<file path="config.mk">
export PLATFORM = sky130hd
export DESIGN_NAME = spi_acc_responder
export DESIGN_NICKNAME = d
export VERILOG_FILES = /design/src/rtl/spi_acc_pkg.sv /design/src/rtl/spi_slave_sync.sv /design/src/rtl/spi_acc_responder.sv
export SDC_FILE = /design/constraint.sdc
export NUM_CORES = 1
export LEC_CHECK = 0
export ABC_AREA = 1
export BUFFER_PORTS_ARGS = -buffer_cell sky130_fd_sc_hd__buf_2
export CAP_MARGIN = 20
export CORE_MARGIN = 2
export CORE_UTILIZATION = 45
export CTS_BUF_LIST = sky130_fd_sc_hd__clkbuf_2 sky130_fd_sc_hd__clkbuf_4 sky130_fd_sc_hd__clkbuf_8
export DETAILED_ROUTE_END_ITERATION = 7
export HOLD_SLACK_MARGIN = 0.02
export PLACE_DENSITY_LB_ADDON = 0.3
export SYNTH_ARGS = -nofsm -noshare
export SYNTH_HDL_FRONTEND = slang
export SYNTH_SLANG_ARGS = --single-unit
</file>
<file path="constraint.sdc">
create_clock -name clk -period 4.65 [get_ports clk]
set_clock_uncertainty 0.1 [all_clocks]
set_input_delay 0.2325 -clock clk [delete_from_list [all_inputs] [get_ports clk]]
set_output_delay 0.2325 -clock clk [all_outputs]
set_load 0.005 [all_outputs]
</file>
<file path="src/rtl/spi_acc_pkg.sv">
//==============================================================================
// spi_acc_pkg : commands, register map and FSM encoding for spi_acc_responder
// Rev 1.0
//==============================================================================
`default_nettype none

package spi_acc_pkg;

  localparam logic [7:0] CMD_WRITE      = 8'h0A;
  localparam logic [7:0] CMD_READ       = 8'h0B;

  localparam logic [7:0] ADDR_DEVID     = 8'h00;
  localparam logic [7:0] ADDR_DEVID_MST = 8'h01;
  localparam logic [7:0] ADDR_PARTID    = 8'h02;
  localparam logic [7:0] ADDR_XDATA8    = 8'h08;
  localparam logic [7:0] ADDR_YDATA8    = 8'h09;
  localparam logic [7:0] ADDR_ZDATA8    = 8'h0A;
  localparam logic [7:0] ADDR_STATUS    = 8'h0B;
  localparam logic [7:0] ADDR_XDATA_L   = 8'h0E;
  localparam logic [7:0] ADDR_XDATA_H   = 8'h0F;
  localparam logic [7:0] ADDR_YDATA_L   = 8'h10;
  localparam logic [7:0] ADDR_YDATA_H   = 8'h11;
  localparam logic [7:0] ADDR_ZDATA_L   = 8'h12;
  localparam logic [7:0] ADDR_ZDATA_H   = 8'h13;

  localparam logic [7:0] DEVID_MST_VAL  = 8'h1D;

  typedef enum logic [2:0] {
    ST_IDLE    = 3'd0,
    ST_CMD     = 3'd1,
    ST_ADDR    = 3'd2,
    ST_DATA_RD = 3'd3,
    ST_DATA_WR = 3'd4,
    ST_SKIP    = 3'd5
  } state_e;

endpackage

`default_nettype wire

</file>
<file path="src/rtl/spi_slave_sync.sv">
//==============================================================================
// spi_slave_sync : SCK/CS/MOSI synchronizer with clk-domain edge detection
// Rev 1.0
//==============================================================================
`default_nettype none

module spi_slave_sync
  import spi_acc_pkg::*;
#(
  parameter int SYNC_STAGES = 2
) (
  input  logic clk,
  input  logic i_rst_n,
  input  logic i_spi_sck,
  input  logic i_spi_cs,
  input  logic i_spi_mosi,
  output logic o_sck_rise,
  output logic o_sck_fall,
  output logic o_cs_fall,
  output logic o_cs_rise,
  output logic o_cs_n_s,
  output logic o_mosi_s
);

  logic [SYNC_STAGES-1:0] r_sck_sync;
  logic [SYNC_STAGES-1:0] r_cs_sync;
  logic [SYNC_STAGES-1:0] r_mosi_sync;
  logic                   r_sck_d;
  logic                   r_cs_d;

  // CS resets low: a frame already running at reset release never shows a fall.
  always_ff @(posedge clk or negedge i_rst_n) begin
    if (!i_rst_n) begin
      r_sck_sync  <= '0;
      r_cs_sync   <= '0;
      r_mosi_sync <= '0;
      r_sck_d     <= 1'b0;
      r_cs_d      <= 1'b0;
    end else begin
      r_sck_sync  <= {r_sck_sync[SYNC_STAGES-2:0], i_spi_sck};
      r_cs_sync   <= {r_cs_sync[SYNC_STAGES-2:0], i_spi_cs};
      r_mosi_sync <= {r_mosi_sync[SYNC_STAGES-2:0], i_spi_mosi};
      r_sck_d     <= r_sck_sync[SYNC_STAGES-1];
      r_cs_d      <= r_cs_sync[SYNC_STAGES-1];
    end
  end

  assign o_sck_rise = r_sck_sync[SYNC_STAGES-1] & ~r_sck_d;
  assign o_sck_fall = ~r_sck_sync[SYNC_STAGES-1] & r_sck_d;
  assign o_cs_fall  = ~r_cs_sync[SYNC_STAGES-1] & r_cs_d;
  assign o_cs_rise  = r_cs_sync[SYNC_STAGES-1] & ~r_cs_d;
  assign o_cs_n_s   = r_cs_sync[SYNC_STAGES-1];
  assign o_mosi_s   = r_mosi_sync[SYNC_STAGES-1];

endmodule

`default_nettype wire

</file>
<file path="src/rtl/spi_acc_responder.sv">
//==============================================================================
// spi_acc_responder : ADXL362-style SPI register responder (accelerometer stand-in)
// Rev 1.0
//==============================================================================
`default_nettype none

module spi_acc_responder
  import spi_acc_pkg::*;
#(
  parameter logic [7:0] DEVID         = 8'hAD,
  parameter logic [7:0] PARTID        = 8'hF2,
  parameter int         SYNC_STAGES   = 2,
  parameter logic [7:0] SCRATCH_BASE  = 8'h20,
  parameter int         SCRATCH_DEPTH = 16
) (
  input  logic        clk,
  input  logic        I_rst_n,
  input  logic        I_spi_sck,
  input  logic        I_spi_cs,
  input  logic        I_spi_mosi,
  output logic        O_spi_miso,
  input  logic [11:0] I_x_data,
  input  logic [11:0] I_y_data,
  input  logic [11:0] I_z_data,
  input  logic        I_sample_valid,
  output logic        O_wr_valid,
  output logic [7:0]  O_wr_addr,
  output logic [7:0]  O_wr_data,
  output logic        O_busy
);

  logic w_sck_rise, w_sck_fall, w_cs_fall, w_cs_rise, w_cs_n_s, w_mosi_s;

  spi_slave_sync #(.SYNC_STAGES(SYNC_STAGES)) u_sync (
    .clk        (clk),
    .i_rst_n    (I_rst_n),
    .i_spi_sck  (I_spi_sck),
    .i_spi_cs   (I_spi_cs),
    .i_spi_mosi (I_spi_mosi),
    .o_sck_rise (w_sck_rise),
    .o_sck_fall (w_sck_fall),
    .o_cs_fall  (w_cs_fall),
    .o_cs_rise  (w_cs_rise),
    .o_cs_n_s   (w_cs_n_s),
    .o_mosi_s   (w_mosi_s)
  );

  state_e      r_state, w_state_nxt;
  logic [2:0]  r_bit_cnt;
  logic [6:0]  r_rx_sh;
  logic [7:0]  r_tx_sh;
  logic [7:0]  r_addr;
  logic        r_miso, r_rd_clr;
  logic        r_wr_valid;
  logic [7:0]  r_wr_addr, r_wr_data;
  logic [7:0]  r_scratch [SCRATCH_DEPTH];
  logic [11:0] r_x, r_y, r_z, r_px, r_py, r_pz;
  logic        r_pend_valid, r_apply, r_data_ready;

  logic        w_active, w_in_frame, w_byte_done, w_scr_hit;
  logic [7:0]  w_rx_byte, w_rd_data;

  assign w_active    = (r_state != ST_IDLE);
  assign w_in_frame  = w_active & ~w_cs_rise;
  assign w_rx_byte   = {r_rx_sh, w_mosi_s};
  assign w_byte_done = w_sck_rise & (r_bit_cnt == 3'd7);

  always_ff @(posedge clk or negedge I_rst_n) begin
    if (!I_rst_n) r_state <= ST_IDLE;
    else          r_state <= w_state_nxt;
  end

  always_comb begin
    w_state_nxt = r_state;
    if (w_cs_rise) begin
      w_state_nxt = ST_IDLE;
    end else begin
      case (r_state)
        ST_IDLE:    if (w_cs_fall) w_state_nxt = ST_CMD;
        ST_CMD:     if (w_byte_done)
                      w_state_nxt = (w_rx_byte == CMD_READ || w_rx_byte == CMD_WRITE) ? ST_ADDR : ST_SKIP;
        ST_ADDR:    if (w_byte_done)
                      w_state_nxt = r_tx_sh[0] ? ST_DATA_RD : ST_DATA_WR;
        default:    w_state_nxt = r_state;
      endcase
    end
  end

  always_comb begin
    w_rd_data = 8'h00;
    w_scr_hit = 1'b0;
    case (r_addr)
      ADDR_DEVID:     w_rd_data = DEVID;
      ADDR_DEVID_MST: w_rd_data = DEVID_MST_VAL;
      ADDR_PARTID:    w_rd_data = PARTID;
      ADDR_XDATA8:    w_rd_data = r_x[11:4];
      ADDR_YDATA8:    w_rd_data = r_y[11:4];
      ADDR_ZDATA8:    w_rd_data = r_z[11:4];
      ADDR_STATUS:    w_rd_data = {7'd0, r_data_ready};
      ADDR_XDATA_L:   w_rd_data = r_x[7:0];
      ADDR_XDATA_H:   w_rd_data = {{4{r_x[11]}}, r_x[11:8]};
      ADDR_YDATA_L:   w_rd_data = r_y[7:0];
      ADDR_YDATA_H:   w_rd_data = {{4{r_y[11]}}, r_y[11:8]};
      ADDR_ZDATA_L:   w_rd_data = r_z[7:0];
      ADDR_ZDATA_H:   w_rd_data = {{4{r_z[11]}}, r_z[11:8]};
      default:        w_rd_data = 8'h00;
    endcase
    for (int i = 0; i < SCRATCH_DEPTH; i++) begin
      if (r_addr == SCRATCH_BASE + 8'(i)) begin
        w_rd_data = r_scratch[i];
        w_scr_hit = 1'b1;
      end
    end
  end

  // r_tx_sh[0] doubles as the read/write flag while the address byte is in flight.
  always_ff @(posedge clk or negedge I_rst_n) begin
    if (!I_rst_n) begin
      r_bit_cnt  <= 3'd0;
      r_rx_sh    <= 7'd0;
      r_tx_sh    <= 8'd0;
      r_addr     <= 8'd0;
      r_miso     <= 1'b0;
      r_rd_clr   <= 1'b0;
      r_wr_valid <= 1'b0;
      r_wr_addr  <= 8'd0;
      r_wr_data  <= 8'd0;
      for (int i = 0; i < SCRATCH_DEPTH; i++) r_scratch[i] <= 8'd0;
    end else begin
      r_wr_valid <= 1'b0;
      if (w_cs_rise) begin
        r_bit_cnt <= 3'd0;
        r_miso    <= 1'b0;
        r_rd_clr  <= 1'b0;
      end else if (!w_active) begin
        r_bit_cnt <= 3'd0;
        r_miso    <= 1'b0;
      end else begin
        if (w_sck_rise) begin
          r_rx_sh   <= w_rx_byte[6:0];
          r_bit_cnt <= r_bit_cnt + 3'd1;
        end
        if (w_byte_done) begin
          case (r_state)
            ST_CMD:  r_tx_sh <= {7'd0, (w_rx_byte == CMD_READ)};
            ST_ADDR: r_addr  <= w_rx_byte;
            ST_DATA_WR: begin
              if (w_scr_hit) begin
                for (int i = 0; i < SCRATCH_DEPTH; i++)
                  if (r_addr == SCRATCH_BASE + 8'(i)) r_scratch[i] <= w_rx_byte;
                r_wr_valid <= 1'b1;
                r_wr_addr  <= r_addr;
                r_wr_data  <= w_rx_byte;
              end
              r_addr <= r_addr + 8'd1;
            end
            ST_DATA_RD: begin
              if (r_addr >= ADDR_XDATA_L && r_addr <= ADDR_ZDATA_H) r_rd_clr <= 1'b1;
              r_addr <= r_addr + 8'd1;
            end
            default: ;
          endcase
        end
        if (w_sck_fall && r_state == ST_DATA_RD) begin
          if (r_bit_cnt == 3'd0) begin
            r_miso  <= w_rd_data[7];
            r_tx_sh <= {w_rd_data[6:0], 1'b0};
          end else begin
            r_miso  <= r_tx_sh[7];
            r_tx_sh <= {r_tx_sh[6:0], 1'b0};
          end
        end
      end
    end
  end

  // Strobes inside a frame are parked and applied the clk after CS rise; apply beats clear.
  always_ff @(posedge clk or negedge I_rst_n) begin
    if (!I_rst_n) begin
      r_x <= 12'd0; r_y <= 12'd0; r_z <= 12'd0;
      r_px <= 12'd0; r_py <= 12'd0; r_pz <= 12'd0;
      r_pend_valid <= 1'b0;
      r_apply      <= 1'b0;
      r_data_ready <= 1'b0;
    end else begin
      r_apply <= 1'b0;
      if (w_cs_rise) begin
        r_apply      <= r_pend_valid;
        r_pend_valid <= 1'b0;
        if (r_rd_clr) r_data_ready <= 1'b0;
      end
      if (r_apply) begin
        r_x <= r_px; r_y <= r_py; r_z <= r_pz;
        r_data_ready <= 1'b1;
      end
      if (I_sample_valid) begin
        if (w_in_frame) begin
          r_px <= I_x_data; r_py <= I_y_data; r_pz <= I_z_data;
          r_pend_valid <= 1'b1;
        end else begin
          r_x <= I_x_data; r_y <= I_y_data; r_z <= I_z_data;
          r_data_ready <= 1'b1;
        end
      end
    end
  end

  assign O_spi_miso = r_miso;
  assign O_wr_valid = r_wr_valid;
  assign O_wr_addr  = r_wr_addr;
  assign O_wr_data  = r_wr_data;
  assign O_busy     = ~w_cs_n_s & w_active;

endmodule

`default_nettype wire

</file>
Word-level counts from Yosys, hierarchy flattened
Index checks and enable logic that the tools add are counted.
Operators by class
  add/subtract/negate cells: 2
  magnitude comparators: 2
  eq/ne operators: 40
  muxes and demuxes: 80
  bitwise gates (word level): 12
  reduce and logical (&&, ||, !) cells: 39
Operator list (number)
  8-bit 2-to-1 mux: 20
  8-bit by 6-bit equality test with 1-bit output, second input constant: 16
  12-bit 2-to-1 mux: 9
  8-bit one-hot mux with 13 select lines: 1
  6-bit AND reduction: 16
  8-bit by 4-bit equality test with 1-bit output, second input constant: 8
  1-bit 2-to-1 mux: 39
  8-bit by 5-bit equality test with 1-bit output, second input constant: 4
  3-bit 2-to-1 mux: 9
  8-bit one-hot mux with 2 select lines: 1
  4-bit AND reduction: 4
  2-bit nonzero test: 7
  3-bit != test, second input constant: 3
  3-bit one-hot mux with 3 select lines: 1
  8-bit by 1-bit adder with 8-bit output, second input constant: 1
  8-bit by 1-bit equality test with 1-bit output, second input constant: 1
  8-bit by 2-bit equality test with 1-bit output, second input constant: 1
  8-bit by 4-bit greater-or-equal comparator with 1-bit output, second input constant: 1
  8-bit by 5-bit less-or-equal comparator with 1-bit output, second input constant: 1
  8-bit logical NOT: 1
  1-bit AND: 7
  3-bit by 2-bit equality test with 1-bit output, second input constant: 2
  3-bit equality test, second input constant: 2
  3-bit logical NOT: 2
  12 further kinds: 18
Word-level totals
  bits in registers: 259
  bits of input ports: 42
  output and inout port bits: 19
  logic and storage cells: 215

Longest topological paths before layout
Gate-level depths: netlist (run 1).
  depth in word-level cells: 22
  gate-level depth with buffers: 27
  gate-level depth less buffers: 26

Modules after synthesis
A second synthesis (run 1) with hierarchy kept.
Second synthesis, totals
  cells, all modules: 1602
  area, all modules: 12482.0 µm²
Modules (own cells, without submodules)
  spi_acc_responder: instances 1, cells an instance 1586, area each 12251.8 µm², seq. area each 6281.0 µm²
  spi_slave_sync: instances 1, cells an instance 16, area each 230.2 µm², seq. area each 200.2 µm²

Worst setup path after synthesis (run 1)
OpenSTA, ideal clock, no wires.
  path kind: reg2reg
  from: register r_addr[0]
  to: register r_scratch[62] in the netlist's numbering
  library setup time: 0.127 ns
  arrival time: 2.298 ns
  required time: 4.423 ns
  setup slack: 2.124 ns
  cell stages (with the launch flop): 18
  path buffers: 2
  period minus slack after synthesis: 2.526 ns
  path through: dfrtp_1 -> inv_1 -> ha_1 -> inv_1 -> nor2_2 -> inv_4 -> nor2_8 -> inv_2 -> nand2_1 -> nor4_1 -> nand4_1 -> nand2_2 -> inv_2 -> buf_6 -> nand2_4 -> buf_4 -> nand2_1 -> o21ai_1
Between the ends
  longest elaborated chain between the ends: 18
  elaborated cells between the ends (all ways): 33
  those cells by class: 16 x eq/ne; 16 x mux; 1 x reduce/logical
Ends and longest elaborated chain
  start: declaration: line spi_acc_responder.sv:52  | logic [7:0] r_addr;
  start signal: assignment: line spi_acc_responder.sv:146  | ST_ADDR: r_addr <= w_rx_byte;
  start signal: assignment: line spi_acc_responder.sv:155  | r_addr <= r_addr + 8'd1;
  start signal: assignment: line spi_acc_responder.sv:159  | r_addr <= r_addr + 8'd1;
  8-bit by 6-bit equality test with 1-bit output: line spi_acc_responder.sv:109  | if (r_addr == SCRATCH_BASE + 8'(i)) begin
  1-bit 2-to-1 mux (16 in series): line spi_acc_responder.sv:109
  6-bit AND reduction (no source line) *
  end signal: indexed assignment: line spi_acc_responder.sv:150  | if (r_addr == SCRATCH_BASE + 8'(i)) r_scratch[i] <= w_rx_byte;
  end: declaration: line spi_acc_responder.sv:56  | logic [7:0] r_scratch [SCRATCH_DEPTH];
Every way passes the cells marked *; elsewhere a longest branch is shown, timed or not.
A chain may end at the register's enable or synchronous reset.

Final worst setup path (run 1)
  from: register r_addr[4]
  to: register r_scratch[112] in the netlist's numbering
Same word-level chain as after synthesis.

==> summary.txt, run 1 <==
Synth
  – Post-synth net total: 1661
  – Prevailing post-synth register cell: dfrtp_1
  – Mean Syn Cell Area: 7.87 um2
  – Number of enable flip-flop cells after synthesis: 0
  – YS warnings: 0
  – Synth Instances: 1612
  – Async SR Flop Fraction: 1.00
  – Cell variety after synth: 45
  – Synth Register Bits: 259
  – Cell area after synthesis: between 10000 and 15000 um2
  – Sequential-to-total area share from yosys stat: 0.511

Floorplanning
  – I/O pin count: 61
  – Std cell rows: 61
  – Total core area: 27800 um2
  – Initial core utilization: 0.457
  – Die Ht: ~170 um
  – Die area: around 30000 um2
  – Chip Width: 172 um

Placement
  – Post-Place Cells: 1997
  – Detailed placement HPWL: 21500 um
  – I/O Buffers: 60
  – RePlAce Congestion: 0.887
  – Area after DPL: 13300 um2

STA
  – Final period util: 0.803
  – Tightest Pin Transition: roughly 1.1 ns
  – Slew headroom: 0.281
  – RSZ-0062 raised after global routing: false
  – Tmin final: 3.74 ns
  – Hold Violations, Final: 0
  – Fmax: around 270 MHz
  – Slew Viols, Final: 0
  – Endpoints failing setup: 0
  – Setup TNS Final: 0 ns

Pwr
  – Power Density: approximately 420 nW/um2
  – Maximum vdd drop: 0.312 mV
  – Leakage: ~7.4 nW
  – Total power: between 6 and 7 mW

Critical path
  – Critical path capture point type: flop
  – Reg2Reg Depth: 15
  – Slowest stage cell, crit path: dfrtp_1
  – CP max stage delay: 0.46 ns
  – Buf/Inv on CP: 5
  – Peak fanout along the critical path: 25
  – CP required: 4.94 ns
  – Setup CP Type: reg2reg
  – WP depth: 15
  – Worst endpoint data arrival time: 4.02 ns
  – CP most frequent cell: inv_2
  – CP startpoint kind: flop
  – Family with the most delay on the worst path: simple AND/OR/NAND/NOR gates
  – Crit-path cells: inv_2 -> nand3_2 -> nor2_2 -> inv_4 -> nor2_8 -> inv_2 -> nand2_1 -> nor4_1 -> nand4_1 -> nand2_2 -> inv_2 -> buf_4 -> nand2_2 -> nand2_1 -> o21ai_0

Clock tree
  – Skew-Pair Late Insertion Delay: between 0.5 and 0.6 ns
  – Clock-pin slew on the worst setup and hold paths: 0.06 ns
  – Root Driver: clkbuf_8
  – Post-cts hold buffer count: 40
  – H-tree Lvls: 2
  – Total clock sinks: 259
  – CTS buffer count: 46
  – Setup bufs post-CTS: 0
  – Number of gates resized after cts: 0
  – CTS tree: done
  – Clock Path Buffers: 3

Global routing
  – Maximum number of pins on one net before global-route repair: 131
  – Met2 Use GR: 0.365
  – Initial antenna violation count: 0
  – Global-route wire length before repair: 54600 um
  – Vias in the first global route: 10500
  – Grt peak-use layer: met2
  – Global route overflow: 0
  – Met3 global-route usage: 0.0330
  – Met1 usage: 0.340
  – Aggregate global-route resource usage: 0.232

Final layout
  – Core Util, Final: 0.525
  – Fin area: 14600 um2
  – Ant diodes: 0
  – Final net count: 1756
  – # fillers: 2663
  – P&R area growth vs syn: 15.0%
  – Finished Layout Cells: between 2000 and 2500
  – Share of cells above drive strength 1: 0.125

Route
  – Remaining antenna violation count after routing: 0
  – # DRC: 0
  – Final WL: 32600 um
  – Drt wl/cell: 15.4 um
  – Drt pass-1 iters: 6
  – DR iter-0 viols: 890
  – Routed vias: 10600
  – DR vias/cell: 5.04

Outcome
  – Status: finished, final reports clean

Min path
  – Hold Crit Class: in2async

Job
  – Max-Cap Viols: 0
==> final timing paths <==
path	start	end	slack, ns
min in group clk	I_spi_mosi	u_sync.r_mosi_sync[0]	0.23
worst max register to register	r_addr[4]	r_scratch[112]	0.91
worst min-delay path	I_rst_n	r_py[1]	0.12
worst max-delay path	r_addr[4]	r_scratch[112]	0.91
max in group asynchronous	I_rst_n	r_scratch[10]	3.09
worst min register to register	u_sync.r_cs_sync[0]	u_sync.r_cs_sync[1]	0.25
==> routing by layer <==
metal  share of wire  wire, um
met2            0.45     14800
met1            0.48     15700
met4           0.018       595
met5               0         0
met3           0.045      1480
==> where the power goes <==
part           switching [mW]  internal [mW]
sequential              0.221           2.60
clock                   0.912           1.26
combinational           0.786          0.323
==> per-stage QoR <==
stage | setup WS, ns | hold slack (ns)
floorplan | 2.12 | -0.163
global placement | 1.00 | 0.132
detailed placement | 0.922 | 0.130
CTS | 0.940 | 0.130
global route | 0.630 | 0.165
finish | 0.914 | 0.123
==> state kept, by name, indices dropped and copies added, names as in the netlist, 3 cells and up <==
register and cells:
r_y 12, r_x 12, r_tx_sh 8, r_state 3, r_px 12, r_rx_sh 7, r_addr 8, O_wr_data 8
r_scratch 128, r_py 12, r_pz 12, r_bit_cnt 3, O_wr_addr 8, r_z 12
==> final cells by class <==
class	instances	area, um2	area share
repair buffers	108	796	0.0545
inverters	194	733	0.0502
well taps	378	473	0.0324
clock buffers	70	888	0.0609
clock inverters	5	52.6	0.00360
flip-flops and latches	259	6480	0.444
multi-input cells	1098	5170	0.354
==> worst register-to-register path: cells and delay by family (launching register included) <==
family | cells | cell delay, ns
compound gates | 1 | 0.09
buf+inv | 5 | 0.99
flops | 1 | 0.46
simple gates | 9 | 1.95
==> synthesized netlist by cell type, types with 2 or more instances <==
cell type	n	area, um2
mux2i_1	3	30.0
nor3_1	19	95.1
dfrtp_1	259	6480
o2111ai_1	2	17.5
or2_0	2	12.5
nand2_4	13	146
ha_1	7	87.6
nand2_1	516	1940
o21ai_0	198	991
nand3_1	27	135
a22oi_1	3	22.5
o21a_1	2	15.0
nor2_1	89	334
o21ai_1	92	460
o211ai_1	8	60.1
nand4_1	13	81.3
buf_1	3	11.3
nor2_2	7	43.8
clkbuf_1	35	131
o22ai_1	9	56.3
or2_2	14	87.6
buf_6	2	22.5
nor3_4	3	48.8
a21oi_1	32	160
nor2_4	5	56.3
mux2_2	6	67.6
inv_2	10	37.5
buf_4	14	105
nor4_1	4	25.0
a211oi_1	2	15.0
inv_1	182	683
inv_4	2	12.5
a31oi_1	3	18.8
xor2_1	3	26.3
buf_2	6	30.0
nand2_2	8	50.1
==> logic make-up after synthesis <==
| group | share of synthesized area |
|---|---|
| and+or+nand+nor | 0.243 |
| AOI/OAI and AO/OA | 0.147 |
| DFF | 0.511 |
| buffers and inverters | 0.0826 |
| muxes | 0.00769 |
| adders and majority gates | 0.00690 |
| xor gates and xnor gates | 0.00207 |
==> layout by cell type, fill, tap and decap left out, drive strengths merged <==
| cell | n |
|---|---|
| clkinv | 3 |
| a22oi | 3 |
| a2bb2oi | 1 |
| a21oi | 32 |
| clkinvlp | 1 |
| mux2i | 3 |
| nor2 | 102 |
| nand4 | 13 |
| o2111ai | 2 |
| a31oi | 3 |
| o2bb2ai | 1 |
| o21bai | 1 |
| o21a | 2 |
| o22ai | 9 |
| clkbuf | 70 |
| nand2 | 537 |
| nor3 | 22 |
| dfrtp | 259 |
| nand3 | 28 |
| or2 | 16 |
| o211ai | 8 |
| bufinv | 1 |
| nor4 | 4 |
| dlygate4sd3 | 40 |
| o32ai | 1 |
| o21ai | 290 |
| o211a | 1 |
| buf | 68 |
| a211oi | 2 |
| o41ai | 1 |
| xor2 | 3 |
| ha | 7 |
| mux2 | 6 |
| inv | 194 |
Power figures use the tool's default switching activity.
==> inputs of run 2 (changes only) <==
Clock period 4.65 ns to 3.3 ns, I/O delays scaled along.
==> run 2 against run 1 <==
Net effect:
- core utilization rose by 1.3 points
- via count rose by 2.1%
- global-route usage rose by 0.59 points
- sequential share of layout area fell by 1.0 points
- critical endpoint is now r_tx_sh[5]
- clock power rose by 54%
- hold slack got worse by 0.0027 ns
- critical path type unchanged
==> summary.txt, run 2 (synthesis gave the netlist of run 1 again) <==
Critical path
  – CP startpoint kind: flop
  – Family with the most delay on the worst path: simple AND/OR/NAND/NOR gates
  – Buf/Inv on CP: 2 (-3)
  – Worst endpoint data arrival time: 3.45 ns (-0.57 ns)
  – Worst R2R End: r_tx_sh[5]
  – Flop2flop setup slack: 0.21 ns (-0.71 ns)
  – Critical path capture point type: flop
  – CP most frequent cell: nand2_1
  – Setup CP Type: reg2reg
  – Crit-path cells: inv_1 -> ha_1 -> inv_1 -> nor2_2 -> nand2_4 -> nand2_2 -> a21oi_1 -> nand4_1 -> nand2_1 -> nand2_1 -> nor2_1 -> o21bai_1 -> nand2_1 -> nand2_1 -> nand2_1 -> nand2_1 -> nand2_1 -> nand2_1 -> nand2_1 -> nand2_1 -> nand2_1 -> nand2_1 -> nand2_1 -> nand2_1
  – Slowest stage cell, crit path: dfrtp_1
  – CP required: 3.66 ns (-1.28 ns)
  – Critical R2R Launch: r_addr[0]
  – Peak fanout along the critical path: 10 (-60%)
  – Reg2Reg Depth: 24 (+9)
  – CP max stage delay: 0.39 ns (-0.07 ns)

Pwr
  – Maximum vdd drop: 0.418 mV (+34%)
  – Total power: 8.92 mW (+46%)
  – Internal: 6.13 mW (+47%)
  – P_sw: 2.79 mW (+45%)
  – Comb power frac: 0.177 (-0.005)
  – Leakage: 7.57 nW (+2.7%)
  – Clock network fraction of design power: 0.374 (+0.018)
  – Register share of total power: 0.449 (-0.014)
  – Sw Ratio: 0.313 (-0.00180)
  – Power Density: 597 nW/um2 (+43%)

Final layout
  – Ant diodes: 0 (unchanged)
  – Biggest register: r_scratch
  – Max FFs per register: 128 (unchanged)
  – Commonest cells after routing, fill and taps aside: nand2_1 (510), dfrtp_1 (258), o21ai_0 (198), inv_1 (181), o21ai_1 (92)
  – Share of cells above drive strength 1: 0.146 (+0.0218)
  – Commonest non-fill, non-tap cell in the layout: nand2_1
  – P&R area growth vs syn: 17.7%
  – Final net count: 1783 (+1.5%)
  – Core Util, Final: 0.538 (+0.0126)
  – Fin area: 14900 um2 (+2.4%)

Placement
  – RePlAce Congestion: 0.935 (+5.4%)
  – Detailed placement HPWL: 22500 um (+4.6%)
  – Worst slack, placed: 0.145 ns (-0.777 ns)
  – I/O Buffers: 60 (unchanged)
  – Area after DPL: 13500 um2 (+1.6%)

Global routing
  – Global-route wire length before repair: 55500 um (+1.7%)
  – Initial antenna violation count: 0 (unchanged)
  – Aggregate global-route resource usage: 0.238 (+0.00591)
  – Global route overflow: 0 (unchanged)
  – Vias in the first global route: 10600 (+0.86%)
  – Maximum number of pins on one net before global-route repair: 103 (-21%)

Route
  – # DRC: 0 (unchanged)
  – Drt wl/cell: 15.6 um (+1.4%)
  – Drt pass-1 iters: 5 (-1)
  – DR iter-0 viols: 875 (-1.7%)
  – Final WL: 33600 um (+3.1%)
  – DR vias/cell: 5.06 (+0.47%)
  – Routed vias: 10900 (+2.1%)
  – Remaining antenna violation count after routing: 0 (unchanged)

Min path
  – Worst Hold Path EP: r_data_ready
  – Min-Delay Path Depth: 4
  – Hold Crit Class: in2reg
  – Hold path start: I_sample_valid

Floorplanning
  – Std cell rows: 61 (unchanged)
  – Die Ht: 172 um (unchanged)
  – Total core area: 27800 um2 (unchanged)
  – I/O pin count: 61 (unchanged)
  – Chip Width: 172 um (unchanged)
  – Initial core utilization: 0.457 (unchanged)
  – Die area: 29600 um2 (unchanged)

STA
  – Hold Violations, Final: 0 (unchanged)
  – Fmax: 323 MHz (+21%)
  – Endpoints failing setup: 0 (unchanged)
  – Final period util: 0.937 (+0.134)
  – Setup TNS Final: 0 ns (unchanged)
  – Slew headroom: 0.250 (-0.0316)
  – RSZ-0062 raised after global routing: true
  – PnR worst setup slack: 0.208 ns (-0.706 ns)
  – Tmin final: 3.09 ns (-0.644 ns)
  – Slew Viols, Final: 0 (unchanged)
  – Tightest Pin Transition: 1.12 ns (+0.0474 ns)

Job
  – Max-Cap Viols: 0 (unchanged)

Clock tree
  – Root Driver: clkbuf_8
  – Clock Path Buffers: 3 (unchanged)
  – H-tree Lvls: 2 (unchanged)
  – CTS tree: done
  – Total clock sinks: 259 (unchanged)
  – Clock-pin slew on the worst setup and hold paths: 0.06 ns (about the same)
  – Setup bufs post-CTS: 0 (unchanged)
  – CTS buffer count: 46 (unchanged)
  – Skew-Pair Late Insertion Delay: 0.57 ns (+0.02 ns)

Outcome
  – Status: finished, final reports clean
[run 2: tightest hold or removal path: cells and delay by family]
| family | cells | cell delay (ns) |
|---|---|---|
| and+or+nand+nor | 2 | 0.17 |
| buffers and inverters | 2 | 0.41 |
[run 2: per-layer routing]
metal,wire (um),GRT usage
met1,15600,0.339
met2,15000,0.365
met3,2080,0.0435
met4,982,0.0855
met5,0,0
[run 2: area by class of cell]
type	count	area, um2
inverters	194	733
clock buffers	79	975
repair buffers	135	1010
multi-input cells	1098	5190
fillers	2680	12800
flip-flops and latches	259	6480
well taps	378	473
clock inverters	4	73.8
[run 2: worst max path at each step]
stage               startpoint  depth (start not counted)  slack (ns)             to
floorplan            r_addr[0]                         17        0.77  r_scratch[62]
global placement     r_addr[1]                         25        0.18     r_tx_sh[5]
detailed placement   r_addr[1]                         25        0.15     r_tx_sh[5]
CTS                  r_addr[1]                         25        0.14     r_tx_sh[5]
global route         r_addr[0]                         24       -0.01     r_tx_sh[4]
finish               r_addr[0]                         24        0.21     r_tx_sh[5]
[run 2: metrics by stage]
| stage | hold slack, ns | std cells |
|---|---|---|
| global placement | 0.174 | 2024 |
| floorplan | -0.231 | 1612 |
| finish | 0.120 | 2147 |
| CTS | 0.0958 | 2147 |
| detailed placement | 0.175 | 2024 |
| global route | 0.121 | 2147 |
[run 2: power groups by stage]
stage,logic [mW],clock network [mW],registers [mW]
6_report,1.58,3.34,4.01
4_1_cts,1.59,3.42,4.00
5_1_grt,1.81,3.56,4.06
2_1_floorplan,1.02,0,3.91
3_5_place_dp,1.54,0,4.05
3_3_place_gp,1.50,0,4.04
[run 2: timing repair]
| item | CTS | global route |
|---|---|---|
| gates resized for setup | 0 | 9 |
| hold buffers | 40 | 0 |
| endpoints found under the setup margin | 0 | 42 |
| hold endpoints to repair | 173 | 0 |
==> inputs of run 3 (changes only) <==
Settings changed: SYNTH_HIERARCHICAL from default to 1.
==> run 3 against run 2 <==
Net effect:
- via count decreased by 1.7%
- maximum frequency increased by 2.8%
- sequential power about the same
- first-iteration DRC count decreased by 4.5%
- synthesized cell count decreased by 0.62%
- global-route usage decreased by 0.47 points
- sequential cell count unchanged
- routed wire length decreased by 1.1%
- critical path depth unchanged
- non-clock buffer count decreased by 4
- final area decreased by 2.3%
- power decreased by 3.2%
- largest cell class unchanged
==> summary.txt, run 3 <==
Synth
  – Synth Register Bits: 259 (unchanged)
  – Async SR Flop Fraction: 1.00 (unchanged)
  – Prevailing post-synth register cell: dfrtp_1
  – Mean Syn Cell Area: 7.79 um2 (-1.1%)
  – Cell variety after synth: 37 (-18%)
  – Area leader, netlist: dfrtp_1
  – Cell area after synthesis: 12500 um2 (-1.7%)
  – Most instantiated library cell after synthesis: nand2_1
  – Synth Instances: 1602 (-0.62%)
  – Share of the synthesized area in the top cell type: 0.519 (+0.00865)
  – Number of enable flip-flop cells after synthesis: 0 (unchanged)
  – Largest cells by area after synthesis: dfrtp_1 (52%), nand2_1 (16%), o21ai_0 (8.2%), inv_1 (5.2%), o21ai_1 (3.5%)
  – YS warnings: 6 (+6)
  – Post-synth net total: 1651 (-0.60%)
  – Synth top cells by count: nand2_1 (518), dfrtp_1 (259), o21ai_0 (204)
  – Sequential-to-total area share from yosys stat: 0.519 (+0.00865)

Route
  – Drt pass-1 iters: 5 (unchanged)
  – Routed vias: 10700 (-1.7%)
  – DR vias/cell: 5.05 (-0.22%)
  – Final WL: 33200 um (-1.1%)
  – Drt wl/cell: 15.7 um (+0.36%)
  – Remaining antenna violation count after routing: 0 (unchanged)
  – # DRC: 0 (unchanged)
  – DR iter-0 viols: 836 (-4.5%)

Placement
  – Detailed placement HPWL: 22300 um (-1.1%)
  – Area after DPL: 13200 um2 (-1.8%)
  – RePlAce Congestion: 0.935 (about the same)
  – I/O Buffers: 60 (unchanged)

Critical path
  – Flop2flop setup slack: 0.29 ns (+0.08 ns)
  – Setup CP Type: reg2reg
  – Peak fanout along the critical path: 6 (-4)
  – Worst endpoint data arrival time: 3.39 ns (-0.06 ns)
  – Critical path capture point type: flop
  – Reg2Reg Depth: 24 (unchanged)
  – CP required: 3.68 ns (+0.02 ns)
  – CP startpoint kind: flop

STA
  – Setup TNS Final: 0 ns (unchanged)
  – Endpoints failing setup: 0 (unchanged)
  – Slew headroom: 0.297 (+0.0475)
  – Slew Viols, Final: 0 (unchanged)
  – RSZ-0062 raised after global routing: true
  – Fmax: 332 MHz (+2.8%)
  – Tightest Pin Transition: 1.05 ns (-0.0711 ns)
  – Tmin final: 3.01 ns (-0.0833 ns)
  – Hold Violations, Final: 0 (unchanged)
  – Final period util: 0.912 (-0.0252)

Clock tree
  – CTS tree: done
  – CTS buffer count: 45 (-2.2%)
  – Clock Path Buffers: 3 (unchanged)
  – H-tree Lvls: 2 (unchanged)
  – Total clock sinks: 259 (unchanged)
  – Root Driver: clkbuf_8
  – Clock-pin slew on the worst setup and hold paths: 0.06 ns (about the same)
  – Skew-Pair Late Insertion Delay: 0.56 ns (about the same)

Final layout
  – Fin area: 14600 um2 (-2.3%)
  – Commonest non-fill, non-tap cell in the layout: nand2_1
  – Commonest cells after routing, fill and taps aside: nand2_1 (516), dfrtp_1 (257), o21ai_0 (204), inv_1 (172), nor2_1 (90)
  – Biggest register: r_scratch
  – P&R area growth vs syn: 16.9%
  – Max FFs per register: 128 (unchanged)
  – Share of cells above drive strength 1: 0.130 (-0.0168)
  – Final net count: 1762 (-1.2%)
  – Ant diodes: 0 (unchanged)

Floorplanning
  – Die Ht: 171 um (-0.82%)
  – Initial core utilization: 0.461 (+0.00367)
  – Chip Width: 171 um (-0.82%)
  – Total core area: 27100 um2 (-2.4%)
  – Std cell rows: 60 (-1.6%)
  – Die area: 29100 um2 (-1.6%)
  – I/O pin count: 61 (unchanged)

Global routing
  – Initial antenna violation count: 0 (unchanged)
  – Global route overflow: 0 (unchanged)
  – Vias in the first global route: 10200 (-3.1%)
  – Aggregate global-route resource usage: 0.233 (-0.00465)
  – Global-route wire length before repair: 53800 um (-3.0%)
  – Maximum number of pins on one net before global-route repair: 94 (-8.7%)

Pwr
  – Total power: 8.64 mW (-3.2%)
  – Maximum vdd drop: 0.439 mV (+5.1%)
  – Power Density: 592 nW/um2 (-0.88%)
  – Leakage: 7.20 nW (-4.9%)

Outcome
  – Status: finished, final reports clean

Min path
  – Hold Crit Class: in2async

Job
  – Max-Cap Viols: 0 (unchanged)
-- run 3: cell types whose count changed after synthesis, sizes merged, moves of 3 or more --
cell	change
buf	-4
nor3	+3
or2	-5
mux2	-3
nand3b	+3
inv	-15
o22ai	+4
clkbuf	+10
-- run 3: power by group --
part           switching, mW  internal, mW  total [mW]
Clock                   1.30          1.72        3.02
Sequential             0.335          3.66        4.00
Combinational           1.15         0.476        1.62
Total                   2.78          5.86        8.64
-- run 3: path summary, 6_finish.rpt --
path	to	start
setup / recovery	O_spi_miso	r_addr[1]
hold / removal	r_scratch[91]	I_rst_n
setup reg to reg	O_spi_miso	r_addr[1]
hold reg to reg	u_sync/r_mosi_sync[1]	u_sync/r_mosi_sync[0]
max in group asynchronous	r_scratch[11]	I_rst_n
min in group clk	u_sync/r_sck_sync[0]	I_spi_sck
-- run 3: cells by family (layout without fill, tap and decap cells) --
family          count (synthesis)  in the layout  synth area share
fa+ha+maj                       7              7           0.00702
xor+xnor                        3              3           0.00211
simple gates                  720            720             0.236
mux                             5              5           0.00431
buf+inv                       248            390            0.0801
flops                         259            259             0.519
compound gates                360            360             0.151
-- run 3: area by class of cell --
| cell class | instances | area [um2] |
|---|---|---|
| Clock buffer | 73 | 905 |
| Tap cell | 372 | 465 |
| Fill cell | 2571 | 12500 |
| Inverter | 181 | 679 |
| Timing Repair Buffer | 131 | 996 |
| Multi-Input combinational cell | 1095 | 5030 |
| Clock inverter | 5 | 31.3 |
| Sequential cell | 259 | 6480 |
-- run 3: through the flow --
stage / utilization / hold slack [ns] / cells / setup slack [ns]
after floorplan: - / -0.231 / 1602 / 0.819
after global placement: 0.488 / 0.149 / 1997 / 0.287
after detailed placement: 0.488 / 0.146 / 1997 / 0.224
after CTS: 0.537 / 0.131 / 2116 / 0.211
after global routing: 0.539 / 0.146 / 2116 / -0.00374
final: 0.539 / 0.142 / 2116 / 0.291
-- run 3: routing by layer --
metal,part of all wire,vias up,GRT usage
met4,0.020,0,0.0635
met5,0,-,0
met3,0.049,49,0.0361
met2,0.45,258,0.372
met1,0.48,5033,0.332
li1,-,5350,-
-- run 3: critical path, cell delays in order, from the launching register on --
cell,delay [ns]
dfrtp_1,0.40
inv_1,0.16
ha_1,0.25
nand3_1,0.16
nor2_1,0.22
inv_1,0.16
o22ai_1,0.17
inv_1,0.07
nand4_1,0.13
nand2_1,0.08
nand2_1,0.06
nand2_1,0.06
nand2_1,0.07
nand2_1,0.05
nand2_1,0.07
nand2_1,0.06
nand2_1,0.06
nand3_1,0.06
nand3b_1,0.11
nand2_1,0.08
nand2_1,0.06
nand2_1,0.05
nand2_1,0.06
nand2_1,0.07
a21oi_1,0.12
-- run 3: timing repair --
action	in CTS	in global routing
buffers inserted	0	0
endpoints found under the hold margin	166	0
setup endpoints to repair	0	6
gates resized for setup	0	9
hold buffers	41	0
